### config.mk
export PLATFORM = sky130hd
export DESIGN_NAME = arith_serial_ctrl
export DESIGN_NICKNAME = d
export VERILOG_FILES = /design/src/rtl/arith_pkg.sv /design/src/rtl/shift_reg_rsh.sv /design/src/rtl/arith_serial_ctrl.sv
export SDC_FILE = /design/constraint.sdc
export NUM_CORES = 1
export LEC_CHECK = 0
export CORE_ASPECT_RATIO = 1.5
export CORE_MARGIN = 8
export CORE_UTILIZATION = 50
export CTS_CLUSTER_DIAMETER = 80
export DETAILED_ROUTE_END_ITERATION = 8
export DONT_BUFFER_PORTS = 1
export GPL_TIMING_DRIVEN = 0
export SYNTH_ARGS = -nofsm -noshare
export SYNTH_HDL_FRONTEND = slang
export SYNTH_HIERARCHICAL = 1
export SYNTH_SLANG_ARGS = --single-unit
### constraint.sdc
create_clock -name clk -period 2.1 [get_ports clk]
set_clock_uncertainty 0.05 [all_clocks]
set_input_delay 0.525 -clock clk [delete_from_list [all_inputs] [get_ports clk]]
set_output_delay 0.525 -clock clk [all_outputs]
set_load 0.1 [all_outputs]
### src/rtl/arith_pkg.sv
// rtl/arith_pkg.sv - shared types and constants for the bit-serial arithmetic controller
package arith_pkg;

  typedef logic [2:0] opsel_t;

  localparam opsel_t OPS_ADD = 3'b000;
  localparam opsel_t OPS_SUB = 3'b001;
  localparam opsel_t OPS_INC = 3'b010;
  localparam opsel_t OPS_DEC = 3'b101;

  typedef enum logic [1:0] {
    IDLE = 2'd0,
    RUN  = 2'd1,
    DONE = 2'd2
  } ctrl_state_t;

endpackage

### src/rtl/shift_reg_rsh.sv
// rtl/shift_reg_rsh.sv - parallel-load right-shift register, MSB fill from shift_in
module shift_reg_rsh #(
  parameter int WIDTH = 8
) (
  input  logic             clk,
  input  logic             rst,
  input  logic             load,
  input  logic [WIDTH-1:0] load_val,
  input  logic             shift,
  input  logic             shift_in,
  output logic [WIDTH-1:0] q
);

  logic [WIDTH-1:0] data_q;
  logic [WIDTH-1:0] data_d;

  // Load wins over shift so a new operand never mixes with a shifting one.
  always_comb begin
    data_d = data_q;
    if (load) begin
      data_d = load_val;
    end else if (shift) begin
      data_d = {shift_in, data_q[WIDTH-1:1]};
    end
  end

  // Register update with synchronous clear.
  always_ff @(posedge clk) begin
    if (rst) begin
      data_q <= '0;
    end else begin
      data_q <= data_d;
    end
  end

  assign q = data_q;

endmodule

### src/rtl/arith_serial_ctrl.sv
// rtl/arith_serial_ctrl.sv - sequences WIDTH-bit operands LSB-first through a 1-bit arithmetic slice
module arith_serial_ctrl
  import arith_pkg::*;
#(
  parameter int WIDTH = 8
) (
  input  logic             clk,
  input  logic             rst,
  input  logic             start,
  input  opsel_t           opsel_in,
  input  logic             cin_in,
  input  logic [WIDTH-1:0] a,
  input  logic [WIDTH-1:0] b,
  output logic             ready,
  output logic             done,
  output logic [WIDTH-1:0] result,
  output logic             cout,
  output logic             ovf,
  output logic             op1,
  output logic             op2,
  output logic             Cin_final,
  output opsel_t           opsel,
  input  logic             arith_result,
  input  logic             arith_Cout
);

  localparam int CW = (WIDTH > 1) ? $clog2(WIDTH) : 1;
  localparam logic [CW-1:0] LAST_BIT = CW'(WIDTH - 1);

  ctrl_state_t state_q, state_d;
  logic [CW-1:0] cnt_q, cnt_d;
  logic carry_q, carry_d;
  opsel_t op_q, op_d;
  logic [WIDTH-1:0] result_q, result_d;
  logic cout_q, cout_d;
  logic msb_cin_q, msb_cin_d;

  logic [WIDTH-1:0] a_sh;
  logic [WIDTH-1:0] b_sh;
  logic [WIDTH-1:0] res_sh;

  logic running;
  logic last_bit;
  logic accept;

  assign running  = (state_q == RUN);
  assign last_bit = running && (cnt_q == LAST_BIT);
  assign accept   = start && !running;

  // Only bit 0 of the operand shifters and the upper bits of the result shifter feed logic.
  logic unused_sh_bits;
  assign unused_sh_bits = ^{a_sh[WIDTH-1:1], b_sh[WIDTH-1:1], res_sh[0]};

  shift_reg_rsh #(.WIDTH(WIDTH)) u_a_sh (
    .clk      (clk),
    .rst      (rst),
    .load     (accept),
    .load_val (a),
    .shift    (running),
    .shift_in (1'b0),
    .q        (a_sh)
  );

  shift_reg_rsh #(.WIDTH(WIDTH)) u_b_sh (
    .clk      (clk),
    .rst      (rst),
    .load     (accept),
    .load_val (b),
    .shift    (running),
    .shift_in (1'b0),
    .q        (b_sh)
  );

  shift_reg_rsh #(.WIDTH(WIDTH)) u_res_sh (
    .clk      (clk),
    .rst      (rst),
    .load     (accept),
    .load_val ('0),
    .shift    (running),
    .shift_in (arith_result),
    .q        (res_sh)
  );

  // Next-state, operand capture, carry feedback and end-of-operation result latching.
  always_comb begin
    state_d   = state_q;
    cnt_d     = cnt_q;
    carry_d   = carry_q;
    op_d      = op_q;
    result_d  = result_q;
    cout_d    = cout_q;
    msb_cin_d = msb_cin_q;

    case (state_q)
      IDLE:    if (start) state_d = RUN;
      RUN:     if (last_bit) state_d = DONE;
      DONE:    state_d = start ? RUN : IDLE;
      default: state_d = IDLE;
    endcase

    if (accept) begin
      op_d    = opsel_in;
      carry_d = cin_in;
      cnt_d   = '0;
    end

    if (running) begin
      carry_d = arith_Cout;
      cnt_d   = cnt_q + CW'(1);
      if (last_bit) begin
        // The final sum bit lands in the result in the same edge the shifter would take it.
        result_d  = {arith_result, res_sh[WIDTH-1:1]};
        cout_d    = arith_Cout;
        msb_cin_d = carry_q;
      end
    end
  end

  // Control and status registers.
  always_ff @(posedge clk) begin
    if (rst) begin
      state_q   <= IDLE;
      cnt_q     <= '0;
      carry_q   <= 1'b0;
      op_q      <= '0;
      result_q  <= '0;
      cout_q    <= 1'b0;
      msb_cin_q <= 1'b0;
    end else begin
      state_q   <= state_d;
      cnt_q     <= cnt_d;
      carry_q   <= carry_d;
      op_q      <= op_d;
      result_q  <= result_d;
      cout_q    <= cout_d;
      msb_cin_q <= msb_cin_d;
    end
  end

  assign ready     = !running;
  assign done      = (state_q == DONE);
  assign result    = result_q;
  assign cout      = cout_q;
  assign ovf       = msb_cin_q ^ cout_q;
  assign op1       = running ? a_sh[0] : 1'b0;
  assign op2       = running ? b_sh[0] : 1'b0;
  assign Cin_final = running ? carry_q : 1'b0;
  assign opsel     = op_q;

endmodule

==> reports/qor.yml <==
hold_path:
  min-delay-start: "arith_Cout"
  hold_path.class: "input pin to flop"
cells_and_area:
  multi_input_area_um2: 985.9
  fillCellCount: 352
  finalInstanceArea_um2: 2137
  area_growth_pct: 13.94
  final-seq-area_um2: 847.1
  final_cells: 254
  drive_above_1_share: 0.1801
  diodes: 0
  nets: 237
  fin_util: 0.5857
global_routing:
  grt-ovfl-total: 0
  grt_max_degree: 27
  grtUsageTotal: 0.1316
  grt_pass1_wl_mm: 6.396
  grt_pass1_vias: 1394
  grt_antenna_before_repair: 0
power:
  powerDensity_nw_per_um2: 832.3
  p_leak_uw: 0.0008062
  total_power_uw: 1779
  ir_worst_vdd_v: 0.0005619
setup_path:
  path_cells: "xor2_4"
  worstSetupStartpointType: "flop"
  required_ps: 1520
  path_max_fanout: 3
  cp_top_family: "XOR/XNOR gates"
  endpoint_kind: "output port"
  path_class: "flop to output port"
  reg2reg_from: "state_q[1]$_SDFFE_PP0P_"
  cp_num_buf_inv: 0
  cp_slowest_cell: "xor2_4"
  slowest_delay_ps: 610
  crit_path_start: "cout$_SDFFE_PP0P_"
  critPathArrivalTime_ps: 1480
sta:
  finalSetupViolations: 0
  hold_viol: 0
  max_freq_ghz: 0.4874
  tightest_slew_ps: 993.6
  max-slew-margin-rel: 0.3367
  final.min_clock_period_ps: 2052
  fin_setup_tns_ps: 0
  fin_crit_sh: 0.9770
  rsz0062_at_grt: "true"
  drv_slew: 0
floorplanning:
  dieHeight_um: 91.01
  core_um2: 3649
  die_w_um: 66.01
  dieArea_um2: 6007
  num_rows: 27
  io_pins: 43
  initial_core_util: 0.5141
run:
  drv_cap: 0
placed_design:
  io_buffer_count: 0
  dp_hpwl_mm: 2.754
  postPlaceCellArea_um2: 1983
  gp_congestion: 0.6758
  dp.cells: 246
status:
  status: "completed"
cts:
  cts_sinks: 42
  root_buffer: "clkbuf_8"
  cts_hold_buf: 0
  clock_path_buffers: 2
  path_clk_slew_ps: 80
  h-tree-depth: 2
  cts_setup_buffers: 0
  clk_latency_ps: 290
  cts_buffers: 5
  cts_tree: "done"
routing:
  postRouteAntennaNets: 0
  drc: 0
  wirelength_mm: 3.743
  vias_per_cell: 5.335
  drtIter0Drc: 109
  dr.pass1.iters: 4
  wl_per_cell_um: 14.74
  num_vias: 1355
logic_synthesis:
  netlist_instances: 195
  syn_area_um2: 1876
  ys_warn_count: 6
  avgSynthCellArea_um2: 9.618
## placed cells by master (no fill, tap or decap), types with 2 or more instances in the layout
master,instances
dfxtp_1,39
a211oi_1,23
clkinv_2,2
buf_1,3
clkbuf_8,5
inv_2,3
nand3_1,5
o21ai_1,2
a21oi_1,15
and2_4,3
buf_6,3
mux2i_1,23
nand2_1,23
buf_2,4
ha_1,2
conb_1,9
nor2_1,3
dfxtp_2,2
nor2b_1,23
## per-layer routing
| metal | vias up | wire, um | global-route usage | share of wire |
|---|---|---|---|---|
| met5 | - | 0 | 0 | 0 |
| met4 | 0 | 53 | 0.05367 | 0.014 |
| met3 | 5 | 251 | 0.04920 | 0.067 |
| met2 | 31 | 1866 | 0.2131 | 0.50 |
| met1 | 625 | 1570 | 0.1503 | 0.42 |
| li1 | 694 | - | - | - |
## final cells by class
type / instances / share of cell area
tap: 43 / 0.02518
multi-input combinational: 144 / 0.4614
clock buffer: 5 / 0.03220
timing repair buffer: 1 / 0.01522
sequential: 42 / 0.3964
buffer: 11 / 0.03981
clock inverter: 3 / 0.01874
inverter: 5 / 0.01112
## worst register-to-register path, cell delays in order, from the launching register on
cell and delay (ps):
dfxtp_2 340, nand2b_4 140, buf_12 190, inv_6 90, nor2_4 400, inv_2 170, a211oi_1 240
## final timing paths
path	to	slack, ps	cells after the start
max	ovf	50	1
max reg2reg	u_b_sh/q[3]$_SDFFE_PP0P_	380	6
min reg2reg	result[0]$_SDFFE_PP0P_	400	2
min	cout$_SDFFE_PP0P_	300	2
## what timing repair did
item | in CTS | in global routing
cloned | 1 | 0
setup endpoints to repair | 27 | 4
pin swaps | 2 | 1
gates resized for setup | 10 | 1
## stage by stage
stage	setup WS [ps]	hold slack, ps
6_report	48.25	300.6
5_1_grt	-1.695	295.0
4_1_cts	2.671	291.6
3_5_place_dp	-615.7	399.3
3_3_place_gp	-421.5	394.3
2_1_floorplan	65.91	381.2
## flip-flops by register name (all words and copies together), names as in the netlist, 2 cells and up
signal      cells
u_a_sh/q        8
u_b_sh/q        8
result          8
state_q         2
opsel           3
u_res_sh/q      7
cnt_q           3
## power by group
part / switching, uW / leakage (uW) / internal, uW
Combinational: 138 / 0.000402 / 114
Sequential: 55.9 / 0.000347 / 846
Clock: 276 / 0.0000579 / 350
(Power assumes the default switching activity.)
